[config.mk]
export PLATFORM = sky130hd
export DESIGN_NAME = csr_uart_rx_fifo
export DESIGN_NICKNAME = d
export VERILOG_FILES = /design/src/rtl/csr_uart_rx_fifo_pkg.sv /design/src/rtl/csr_sync_fifo.sv /design/src/rtl/csr_uart_rx_fifo.sv
export SDC_FILE = /design/constraint.sdc
export NUM_CORES = 1
export LEC_CHECK = 0
export CORE_AREA = 2 2 125 127
export CTS_BUF_LIST = sky130_fd_sc_hd__clkbuf_8
export DETAILED_ROUTE_END_ITERATION = 6
export DIE_AREA = 0 0 127 129
export GPL_TIMING_DRIVEN = 0
export PLACE_DENSITY_LB_ADDON = 0.2
export SYNTH_ARGS = -nofsm -noshare
export SYNTH_HDL_FRONTEND = slang
export SYNTH_SLANG_ARGS = --single-unit
[constraint.sdc]
create_clock -name clk -period 9.7 [get_ports clk]
set_clock_uncertainty 0.05 [all_clocks]
set_input_delay 1.455 -clock clk [delete_from_list [all_inputs] [get_ports clk]]
set_output_delay 1.455 -clock clk [all_outputs]
set_load 0.01 [all_outputs]
[src/rtl/csr_uart_rx_fifo_pkg.sv]
`default_nettype none
// ============================================================================
// Module   : csr_uart_rx_fifo_pkg
// Purpose  : Shared definitions for the buffered CSR UART receiver: CSR
//            modify encodings, read/write word bit positions and the receiver
//            FSM state encoding.
// Ports    : none (package)
// Revision : 1.0 - initial release
// ============================================================================
package csr_uart_rx_fifo_pkg;

  // CSR modify encodings
  localparam logic [2:0] MOD_NONE  = 3'b000;
  localparam logic [2:0] MOD_WRITE = 3'b001;
  localparam logic [2:0] MOD_SET   = 3'b010;
  localparam logic [2:0] MOD_CLEAR = 3'b011;

  // Read word layout
  localparam int RD_HEAD_LSB    = 0;
  localparam int RD_EMPTY_BIT   = 8;
  localparam int RD_OVERRUN_BIT = 9;
  localparam int RD_FRAMING_BIT = 10;
  localparam int RD_COUNT_LSB   = 16;

  // Write word command bits
  localparam int WR_POP_BIT     = 0;
  localparam int WR_CLR_OVR_BIT = 1;
  localparam int WR_CLR_FRM_BIT = 2;

  // Receiver FSM states
  typedef enum logic [1:0] {
    ST_IDLE  = 2'd0,
    ST_START = 2'd1,
    ST_DATA  = 2'd2,
    ST_STOP  = 2'd3
  } rx_state_t;

endpackage
`default_nettype wire

[src/rtl/csr_sync_fifo.sv]
`default_nettype none
// ============================================================================
// Module   : csr_sync_fifo
// Purpose  : Synchronous FIFO with wrap-bit pointers. A push into a full FIFO
//            is accepted only when a pop happens in the same cycle; a pop on
//            an empty FIFO is ignored (so push+pop on empty just pushes).
// Ports    : clk, rstn (sync, active-low)
//            push, wdata     - write side
//            pop             - read side (advances head)
//            full, empty     - status
//            count           - fill level, 0..DEPTH
//            head            - entry at the read pointer (stale when empty)
// Revision : 1.0 - initial release
// ============================================================================
module csr_sync_fifo #(
  parameter int WIDTH = 8,
  parameter int DEPTH = 16
) (
  input  logic                       clk,
  input  logic                       rstn,
  input  logic                       push,
  input  logic [WIDTH-1:0]           wdata,
  input  logic                       pop,
  output logic                       full,
  output logic                       empty,
  output logic [$clog2(DEPTH):0]     count,
  output logic [WIDTH-1:0]           head
);

  localparam int c_cw = $clog2(DEPTH) + 1;
  localparam int c_aw = c_cw - 1;

  logic [WIDTH-1:0] r_mem [DEPTH];
  logic [c_cw-1:0]  r_wptr;
  logic [c_cw-1:0]  r_rptr;
  logic             w_do_push;
  logic             w_do_pop;

  // Pointers carry one extra wrap bit, so the difference is the fill level.
  assign count = r_wptr - r_rptr;
  assign full  = (count == c_cw'(DEPTH));
  assign empty = (r_wptr == r_rptr);
  assign head  = r_mem[r_rptr[c_aw-1:0]];

  // A full FIFO still accepts a push when the head leaves in the same cycle.
  assign w_do_pop  = pop && !empty;
  assign w_do_push = push && (!full || pop);

  always_ff @(posedge clk) begin
    if (!rstn) begin
      r_wptr <= '0;
      r_rptr <= '0;
    end else begin
      if (w_do_push) r_wptr <= r_wptr + 1'b1;
      if (w_do_pop)  r_rptr <= r_rptr + 1'b1;
    end
  end

  always_ff @(posedge clk) begin
    if (w_do_push) r_mem[r_wptr[c_aw-1:0]] <= wdata;
  end

endmodule
`default_nettype wire

[src/rtl/csr_uart_rx_fifo.sv]
`default_nettype none
// ============================================================================
// Module   : csr_uart_rx_fifo
// Purpose  : Buffered 8N1 UART receiver exposed at a single CSR address.
//            Received bytes queue in a DEPTH-entry FIFO; software reads the
//            head, fill level and sticky error flags, and pops / clears with
//            CSR writes (the read word always shows the pre-write state).
// Ports    : clk, rstn (sync, active-low)
//            read          - CSR read strobe (unused)
//            modify[2:0]   - CSR operation
//            wdata[31:0]   - CSR write data (bit0 pop, bit1 clr ovr, bit2 clr frm)
//            addr[11:0]    - CSR address
//            rdata[31:0]   - registered read word, 0 on miss
//            valid         - registered address hit
//            rx            - asynchronous serial input, idle high
//            AVOID_WARNING - OR of otherwise unused inputs
// Revision : 1.0 - initial release
// ============================================================================
module csr_uart_rx_fifo
  import csr_uart_rx_fifo_pkg::*;
#(
  parameter logic [11:0] BASE_ADDR  = 12'hbc2,
  parameter int          CLOCK_RATE = 12_000_000,
  parameter int          BAUD_RATE  = 115200,
  parameter int          DEPTH      = 16
) (
  input  logic        clk,
  input  logic        rstn,
  input  logic        read,
  input  logic [2:0]  modify,
  input  logic [31:0] wdata,
  input  logic [11:0] addr,
  output logic [31:0] rdata,
  output logic        valid,
  input  logic        rx,
  output logic        AVOID_WARNING
);

  localparam int          c_cw       = $clog2(DEPTH) + 1;
  localparam logic [15:0] c_div_full = 16'(CLOCK_RATE / BAUD_RATE - 1);
  localparam logic [15:0] c_div_half = 16'(CLOCK_RATE / BAUD_RATE / 2 - 1);

  // --------------------------------------------------------------------------
  // rx synchroniser (resets to the idle-high line level)
  // --------------------------------------------------------------------------
  logic r_sync1;
  logic r_sync2;
  logic w_rxs;

  always_ff @(posedge clk) begin
    if (!rstn) begin
      r_sync1 <= 1'b1;
      r_sync2 <= 1'b1;
    end else begin
      r_sync1 <= rx;
      r_sync2 <= r_sync1;
    end
  end

  assign w_rxs = r_sync2;

  // --------------------------------------------------------------------------
  // Receiver FSM
  // --------------------------------------------------------------------------
  rx_state_t   r_state;
  rx_state_t   w_state_next;
  logic [15:0] r_cnt;
  logic [15:0] w_cnt_next;
  logic [2:0]  r_bit;
  logic [2:0]  w_bit_next;
  logic [7:0]  r_shift;
  logic [7:0]  w_shift_next;
  logic        w_rx_push;
  logic        w_rx_frm_err;

  always_ff @(posedge clk) begin
    if (!rstn) begin
      r_state <= ST_IDLE;
      r_cnt   <= '0;
      r_bit   <= '0;
      r_shift <= '0;
    end else begin
      r_state <= w_state_next;
      r_cnt   <= w_cnt_next;
      r_bit   <= w_bit_next;
      r_shift <= w_shift_next;
    end
  end

  always_comb begin
    w_state_next = r_state;
    w_cnt_next   = r_cnt;
    w_bit_next   = r_bit;
    w_shift_next = r_shift;
    w_rx_push    = 1'b0;
    w_rx_frm_err = 1'b0;
    case (r_state)
      ST_IDLE: begin
        if (!w_rxs) begin
          w_state_next = ST_START;
          w_cnt_next   = c_div_half;
        end
      end
      ST_START: begin
        if (r_cnt == '0) begin
          // Line must still be low at mid start bit, otherwise it was a glitch.
          if (!w_rxs) begin
            w_state_next = ST_DATA;
            w_cnt_next   = c_div_full;
            w_bit_next   = '0;
          end else begin
            w_state_next = ST_IDLE;
          end
        end else begin
          w_cnt_next = r_cnt - 1'b1;
        end
      end
      ST_DATA: begin
        if (r_cnt == '0) begin
          w_shift_next = {w_rxs, r_shift[7:1]};
          w_cnt_next   = c_div_full;
          if (r_bit == 3'd7) w_state_next = ST_STOP;
          else               w_bit_next   = r_bit + 1'b1;
        end else begin
          w_cnt_next = r_cnt - 1'b1;
        end
      end
      ST_STOP: begin
        if (r_cnt == '0) begin
          w_rx_push    = w_rxs;
          w_rx_frm_err = !w_rxs;
          w_state_next = ST_IDLE;
        end else begin
          w_cnt_next = r_cnt - 1'b1;
        end
      end
      default: w_state_next = ST_IDLE;
    endcase
  end

  // --------------------------------------------------------------------------
  // CSR decode and FIFO
  // --------------------------------------------------------------------------
  logic            w_hit;
  logic            w_write;
  logic            w_pop;
  logic            w_full;
  logic            w_empty;
  logic [c_cw-1:0] w_count;
  logic [7:0]      w_head;
  logic            r_overrun;
  logic            r_framing;
  logic [31:0]     w_word;

  assign w_hit   = (addr == BASE_ADDR);
  assign w_write = w_hit && (modify == MOD_WRITE);
  assign w_pop   = w_write && wdata[WR_POP_BIT];

  csr_sync_fifo #(
    .WIDTH (8),
    .DEPTH (DEPTH)
  ) u_fifo (
    .clk   (clk),
    .rstn  (rstn),
    .push  (w_rx_push),
    .wdata (r_shift),
    .pop   (w_pop),
    .full  (w_full),
    .empty (w_empty),
    .count (w_count),
    .head  (w_head)
  );

  // Sticky flags; a hardware set beats a software clear in the same cycle.
  // A full FIFO only drops the byte when no pop frees a slot this cycle.
  always_ff @(posedge clk) begin
    if (!rstn) begin
      r_overrun <= 1'b0;
      r_framing <= 1'b0;
    end else begin
      if (w_rx_push && w_full && !w_pop)            r_overrun <= 1'b1;
      else if (w_write && wdata[WR_CLR_OVR_BIT])    r_overrun <= 1'b0;
      if (w_rx_frm_err)                             r_framing <= 1'b1;
      else if (w_write && wdata[WR_CLR_FRM_BIT])    r_framing <= 1'b0;
    end
  end

  always_comb begin
    w_word                          = '0;
    w_word[RD_HEAD_LSB +: 8]        = w_empty ? 8'h00 : w_head;
    w_word[RD_EMPTY_BIT]            = w_empty;
    w_word[RD_OVERRUN_BIT]          = r_overrun;
    w_word[RD_FRAMING_BIT]          = r_framing;
    w_word[RD_COUNT_LSB +: c_cw]    = w_count;
  end

  // Captured from pre-pop / pre-clear state on the same edge as the write.
  always_ff @(posedge clk) begin
    if (!rstn) begin
      valid <= 1'b0;
      rdata <= '0;
    end else begin
      valid <= w_hit;
      rdata <= w_hit ? w_word : 32'h0;
    end
  end

  assign AVOID_WARNING = read | (|wdata[31:3]);

endmodule
`default_nettype wire

==> results of run 1 <==
[worst max-delay path, delay by kind of cell]
kind / cells / cell delay, ns
buffers and inverters: 2 / 0.92
AND/OR/NAND/NOR: 3 / 0.78
[routing by layer]
| metal | GRT usage [%] | routed length, um |
|---|---|---|
| met1 | 27.65 | 7158 |
| met4 | 5.430 | 202 |
| met5 | 0 | 0 |
| met3 | 5.073 | 978 |
| met2 | 36.15 | 8456 |
[cell usage in the layout (no fill, tap or decap), types with 8 or more instances in the layout]
master	synthesis	layout
and3_1	26	26
inv_1	14	14
clkbuf_8	0	17
edfxtp_1	128	128
or3_1	9	9
nor3_1	8	8
mux4_2	40	40
nand2_1	19	19
o21ai_0	8	8
nor2_1	26	26
a21oi_1	23	23
conb_1	1	16
buf_4	16	16
nor4_1	10	10
ha_1	18	18
clkbuf_1	12	12
mux2i_1	14	14
dfxtp_1	60	60
clkdlybuf4s50_1	0	68
[through the flow]
| stage | cell area (um2) | util [%] | hold WS [ns] | power, uW |
|---|---|---|---|---|
| after global routing | 9509 | 63.49 | 0.4264 | 1787 |
| after CTS | 9509 | 63.49 | 0.3870 | 1716 |
| after detailed placement | 9089 | 60.69 | 0.3604 | 1186 |
| final | 9509 | 63.49 | 0.3828 | 1715 |
| after floorplan | 8173 | - | 0.3363 | 1111 |
| after global placement | 9089 | 60.69 | 0.3501 | 1179 |
[final cells by class]
type                            instances  area (um2)  share of cell area (%)
Sequential cell                       188        5045                   53.05
Multi-Input combinational cell        320        2856                   30.04
Timing Repair Buffer                   68       680.7                   7.158
Tap cell                              188       235.2                   2.474
Clock buffer                           17       234.0                   2.461
Buffer                                 37       215.2                   2.263
Clock inverter                         15       186.4                   1.961
Inverter                               15       56.30                  0.5921
[registers in the layout, summed over array words and instances, names as in the netlist, 3 cells and up, named ones only]
| signal | count |
|---|---|
| r_cnt | 16 |
| u_fifo.r_mem | 128 |
| r_bit | 3 |
| rdata | 16 |
| r_shift | 8 |
| u_fifo.r_rptr | 5 |
| u_fifo.r_wptr | 5 |
[power by group]
group | total [uW] | internal [uW] | switching (uW)
Combinational | 294 | 122 | 172
Sequential | 882 | 862 | 20.1
Clock | 539 | 260 | 279
Total | 1710 | 1240 | 471
[cell families (layout without fill, tap and decap cells)]
family / Yosys count / count (layout) / synth area share [%]
adders and majority gates: 19 / 19 / 3.021
AOI/OAI and AO/OA: 68 / 68 / 5.966
other: 1 / 16 / 0.04620
xor gates and xnor gates: 6 / 6 / 0.6474
and+or+nand+nor: 157 / 157 / 11.99
buffers and inverters: 52 / 152 / 3.345
muxes: 54 / 54 / 12.83
DFF: 188 / 188 / 62.16
[worst paths after layout]
check,from,to,slack (ns),cells past startpoint
max,wdata[13],AVOID_WARNING,5.04,5
min,r_sync1$_SDFF_PN1_,r_sync2$_SDFF_PN1_,0.38,1
max reg2reg,u_fifo.r_rptr[1]$_SDFFE_PN0P_,u_fifo.r_mem[14][6]$_DFFE_PP_,5.76,10
min reg2reg,r_sync1$_SDFF_PN1_,r_sync2$_SDFF_PN1_,0.38,1
==> results.ini, run 1 <==
[synth]
yosys.area.top_type=edfxtp_1
seq_area_frac_synth_pct=62.16
yosys-top-cells-count=128 x edfxtp_1, 60 x dfxtp_1, 40 x mux4_2
ys_ff_latch=188
yosys-top-cells-area=edfxtp_1 47%, dfxtp_1 15%, mux4_2 11%
syn-cell-area_um2=8117
synth.distinct_cells=69
syn_inst=545
synth_warnings=0
synth_edf_count=128
synth_ff_type=edfxtp_1
synth_top_area_share_pct=47.36
synth_most_common_cell=edfxtp_1
syn_area_per_cell_um2=14.89
synthArstFlopShare_pct=0

[worst_setup_path]
crit_path_end_kind=primary output
crit_path_max_fanout=1
cpMostUsedCell=clkdlybuf4s50_1
worstPathArrival_ns=3.16
cp.required_ns=8.20
slowest_delay_ns=0.51
crit_path_start_kind=input pin
crit_chain=clkdlybuf4s50_1, or4_1, nor3_1, nand4_1, clkdlybuf4s50_1
crit_type=input pin to primary output
critPathSlowestCell=clkdlybuf4s50_1

[clock_tree]
cts_buffers=17
cts-hold-fix-buffers=0
cts-htree-levels=4
post_cts_buffers=0
insertion_delay_ns=0.45
cts.sinks=188
root_buffer=clkbuf_8
cts_buffer_depth=2
cts.repair.resized=0
clk_pin_slew_worst_paths_ns=0.09
tritoncts=yes

[route]
detail-route-antenna-nets=0
avgRoutedWirePerCell_um=19.81
wirelength_um=16800
drt-initial-drc-count=488
avgViaCountPerCell=5.904
drc=0
drt-pass1-iter-count=5
num_vias=5007

[cells_and_area]
syn2layout_area_growth_pct=17.16
nFillCells=1081
final_nets=717
finalNonFillerCells=848
layout-drive-gt1-share_pct=18.03
antenna_cells=0

[die]
ios=85
dieArea_um2=16380
num_rows=45
fp.coreArea_um2=14980
die_w_um=127
start_util_pct=54.19
die-height_um=129

[outcome]
status=complete, no violations

[timing]
fin_ws_ns=5.040
relSlewSlack_pct=49.24
tns_ns=0
final-setup-viol-count=0
rsz0062_at_grt=no
finalHoldViolations=0
finalCritPeriodShare_pct=48.04
min_period_ns=4.660
worst_pin_slew_ns=0.7604
max_freq_mhz=214.6
maxSlewViolCount=0

[flow_run]
cap_violations=0

[placed_design]
dp_cells=816
gp_congestion=0.8726
portBuffers=68
hpwlAfterDp_um=11910
dp_slack_ns=5.015

[global_route]
overflow=0
grt_usage_pct=21.17
grt_pass1_vias=4891
grt_pass1_wl_um=26030
grt_max_degree=19
antenna_found_initial=0

[power]
peakVddDrop_mv=0.1007
p_leak_uw=0.003315
p_per_area_nw_per_um2=180.3

[hold_path]
hold_class=register to register

Note: power is estimated with default switching activity, not from simulation.
==> inputs of run 2 (changes only) <==
--- a/config.mk
+++ b/config.mk
@@ -5,10 +5,10 @@
 export SDC_FILE = /design/constraint.sdc
 export NUM_CORES = 1
 export LEC_CHECK = 0
-export CORE_AREA = 2 2 125 127
+export CORE_AREA = 2 2 127 129
 export CTS_BUF_LIST = sky130_fd_sc_hd__clkbuf_8
 export DETAILED_ROUTE_END_ITERATION = 6
-export DIE_AREA = 0 0 127 129
+export DIE_AREA = 0 0 129 131
 export GPL_TIMING_DRIVEN = 0
 export PLACE_DENSITY_LB_ADDON = 0.2
 export SYNTH_ARGS = -nofsm -noshare
==> constraint.sdc (replaced) <==
create_clock -name clk -period 4.02 [get_ports clk]
set_clock_uncertainty 0.05 [all_clocks]
set_input_delay 0.603 -clock clk [delete_from_list [all_inputs] [get_ports clk]]
set_output_delay 0.603 -clock clk [all_outputs]
set_load 0.01 [all_outputs]
==> run 2 against run 1 <==
Net effect: final cell count rose by 3.3%; global-route usage fell by 0.66 points; die area increased by 3.1%; hold slack got worse by 0.022 ns; total power up 140%; highest routed layer unchanged.
==> results.ini, run 2 (same netlist as run 1, synthesis figures left out) <==
[cells_and_area]
syn2layout_area_growth_pct=17.14  ; was 17.16%
antenna_cells=0  ; unchanged
utilization_pct=60.96  ; was 63.49%
final_nets=717  ; unchanged
final_cell_mix=128 x edfxtp_1, 68 x clkdlybuf4s50_1, 60 x dfxtp_1, 40 x mux4_2  ; unchanged
final_common_cell=edfxtp_1  ; unchanged
layout-drive-gt1-share_pct=17.88  ; was 18.03%
largest_reg_flops=128  ; unchanged

[timing]
min_period_ns=3.719
tns_ns=0  ; unchanged
rsz0062_at_grt=no  ; unchanged
finalCritPeriodShare_pct=92.51
relSlewSlack_pct=51.88  ; was 49.24%
max_freq_mhz=268.9
maxSlewViolCount=0  ; unchanged
finalHoldViolations=0  ; unchanged
worst_pin_slew_ns=0.7217  ; was 0.7604 ns
hold_ws_ns=0.3608  ; was 0.3828 ns
final-setup-viol-count=0  ; unchanged

[power]
p_per_area_nw_per_um2=425.6  ; was 180.3 nW/um2
p_leak_uw=0.003297  ; was 0.003315 uW
peakVddDrop_mv=0.4029  ; was 0.1007 mV

[clock_tree]
cts_buffers=17  ; unchanged
clk_pin_slew_worst_paths_ns=0.09  ; about the same
cts_buffer_depth=2  ; unchanged
root_buffer=clkbuf_8  ; unchanged
cts-htree-levels=4  ; unchanged
insertion_delay_ns=0.45  ; about the same
cts.sinks=188  ; unchanged
post_cts_buffers=0  ; unchanged
tritoncts=yes  ; unchanged

[worst_setup_path]
crit_type=register to register  ; was input pin to primary output
path_depth=9  ; was 5
worstPathArrival_ns=3.81  ; was 3.16 ns
r2r_setup_slack_ns=0.30  ; was 5.76 ns
crit_path_max_fanout=10  ; was 1
crit_buf_inv=3  ; was 2
crit_path_end=u_fifo.r_mem[1][0]$_DFFE_PP_  ; was AVOID_WARNING
slowest_delay_ns=0.52  ; was 0.51 ns
r2r-end=u_fifo.r_mem[1][0]$_DFFE_PP_  ; was u_fifo.r_mem[14][6]$_DFFE_PP_
crit_path_start_kind=register  ; was input pin
crit_path_end_kind=register  ; was primary output
crit-reg2reg-launch=u_fifo.r_rptr[2]$_SDFFE_PN0P_  ; was u_fifo.r_rptr[1]$_SDFFE_PN0P_
cp.required_ns=4.11  ; was 8.20 ns
crit_path_start=u_fifo.r_rptr[2]$_SDFFE_PN0P_  ; was wdata[13]
r2r_cells=9  ; was 10
crit_chain=clkbuf_1, inv_1, ha_1, and3b_1, or3_1, a211oi_2, a21oi_2, buf_2, and3_1  ; was clkdlybuf4s50_1, or4_1, nor3_1, nand4_1, clkdlybuf4s50_1
critPathSlowestCell=a211oi_2  ; was clkdlybuf4s50_1
path_delay_family=buffers and inverters  ; unchanged

[global_route]
busiest_layer=met2  ; unchanged
overflow=0  ; unchanged
grt_max_degree=19  ; unchanged
grt_usage_pct=20.51  ; was 21.17%
use_met2_pct=35.26  ; was 36.15%
antenna_found_initial=0  ; unchanged
grt_pass1_vias=4931  ; was 4891
use_met1_pct=26.98  ; was 27.65%
met3_usage_pct=3.339  ; was 5.073%
grt_pass1_wl_um=25770  ; was 26030 um

[route]
drc=0  ; unchanged
detail-route-antenna-nets=0  ; unchanged
wirelength_um=16690  ; was 16800 um
num_vias=4910  ; was 5007
avgViaCountPerCell=5.605  ; was 5.904
drt-pass1-iter-count=5  ; unchanged
drt-initial-drc-count=405  ; was 488
avgRoutedWirePerCell_um=19.05  ; was 19.81 um

[die]
fp.coreArea_um2=15600  ; was 14980 um2
die-height_um=131  ; was 129 um
dieArea_um2=16900  ; was 16380 um2
start_util_pct=52.04  ; was 54.19%
num_rows=46  ; was 45
ios=85  ; unchanged
die_w_um=129  ; was 127 um

[placed_design]
hpwlAfterDp_um=11990  ; was 11910 um
portBuffers=68  ; unchanged
gp_congestion=0.9364  ; was 0.8726

[hold_path]
hp-start=r_sync1$_SDFF_PN1_  ; unchanged
hold_class=register to register  ; unchanged

[outcome]
status=complete, no violations  ; unchanged

[flow_run]
cap_violations=0  ; unchanged

==> run 2: cell count changes in the layout (fill, tap and decap cells not counted), sizes merged <==
| cell | change |
|---|---|
| buf | -1 |
| clkinvlp | +2 |
| bufinv | -1 |
| clkbuf | +1 |
| clkinv | +2 |
| inv | -3 |
==> run 2: how the worst min path moves through the flow <==
| stage | slack [ns] | cells past startpoint | to |
|---|---|---|---|
| 6_report | 0.36 | 1 | r_sync2$_SDFF_PN1_ |
| 5_1_grt | 0.37 | 1 | r_sync2$_SDFF_PN1_ |
| 3_5_place_dp | 0.35 | 1 | r_sync2$_SDFF_PN1_ |
| 4_1_cts | 0.36 | 1 | r_sync2$_SDFF_PN1_ |
| 2_1_floorplan | 0.34 | 1 | r_sync2$_SDFF_PN1_ |
| 3_3_place_gp | 0.35 | 1 | r_sync2$_SDFF_PN1_ |
==> run 2: power breakdown <==
| part | switching (uW) | total [uW] | internal, uW |
|---|---|---|---|
| Combinational | 420 | 714 | 294 |
| Clock | 654 | 1210 | 551 |
| Sequential | 49.0 | 2130 | 2080 |
==> run 2: metrics by stage <==
| stage | area [um2] | total power, uW | worst slack [ns] | cells |
|---|---|---|---|---|
| floorplan | 8173 | 2681 | 0.8954 | 560 |
| global placement | 9124 | 2851 | 0.2037 | 844 |
| detailed placement | 9124 | 2877 | 0.1564 | 844 |
| CTS | 9507 | 4054 | 0.1547 | 876 |
| global route | 9508 | 4214 | 0.09603 | 876 |
| finish | 9508 | 4047 | 0.3011 | 876 |
==> run 2: final cells by class <==
type	instances	area, um2
well taps	216	270.3
clock inverters	15	148.9
flip-flops and latches	188	5045
inverters	15	56.30
clock buffers	17	234.0
plain buffers	37	216.5
fillers	1161	6090
repair buffers	68	680.7
multi-input cells	320	2856
==> run 2: what timing repair did <==
item / in CTS / in global routing
hold buffers: 0 / 0
resized for setup: 0 / 1
endpoints found under the setup margin: 0 / 85
==> run 2: routing by layer <==
layer / wire (um) / share of wire [%]
met1: 7138 / 43
met2: 8575 / 51
met3: 755 / 4.5
met4: 222 / 1.3
met5: 0 / 0
==> inputs of run 3 (changes only) <==
--- a/config.mk
+++ b/config.mk
@@ -5,10 +5,10 @@
 export SDC_FILE = /design/constraint.sdc
 export NUM_CORES = 1
 export LEC_CHECK = 0
-export CORE_AREA = 2 2 127 129
+export CORE_AREA = 2 2 125 127
 export CTS_BUF_LIST = sky130_fd_sc_hd__clkbuf_8
 export DETAILED_ROUTE_END_ITERATION = 6
-export DIE_AREA = 0 0 129 131
+export DIE_AREA = 0 0 127 129
 export GPL_TIMING_DRIVEN = 0
 export PLACE_DENSITY_LB_ADDON = 0.2
 export SYNTH_ARGS = -nofsm -noshare
==> constraint.sdc (replaced) <==
create_clock -name clk -period 4.4 [get_ports clk]
set_clock_uncertainty 0.05 [all_clocks]
set_input_delay 0.66 -clock clk [delete_from_list [all_inputs] [get_ports clk]]
set_output_delay 0.66 -clock clk [all_outputs]
set_load 0.01 [all_outputs]
==> results of run 3 <==
The final DEF is identical to that of run 1. Status: complete, no violations.
Among the figures that moved: setup slack after placement 5.015 ns -> 0.4696 ns; setup slack after layout 5.040 ns -> 0.4591 ns; start point of the critical path wdata[13] -> u_fifo.r_rptr[1]$_SDFFE_PN0P_; end point of the critical path AVOID_WARNING -> u_fifo.r_mem[14][6]$_DFFE_PP_; register-to-register setup slack 5.76 ns -> 0.46 ns; total power 1715 uW -> 3781 uW; worst IR drop on VDD 0.1007 mV -> 0.2220 mV
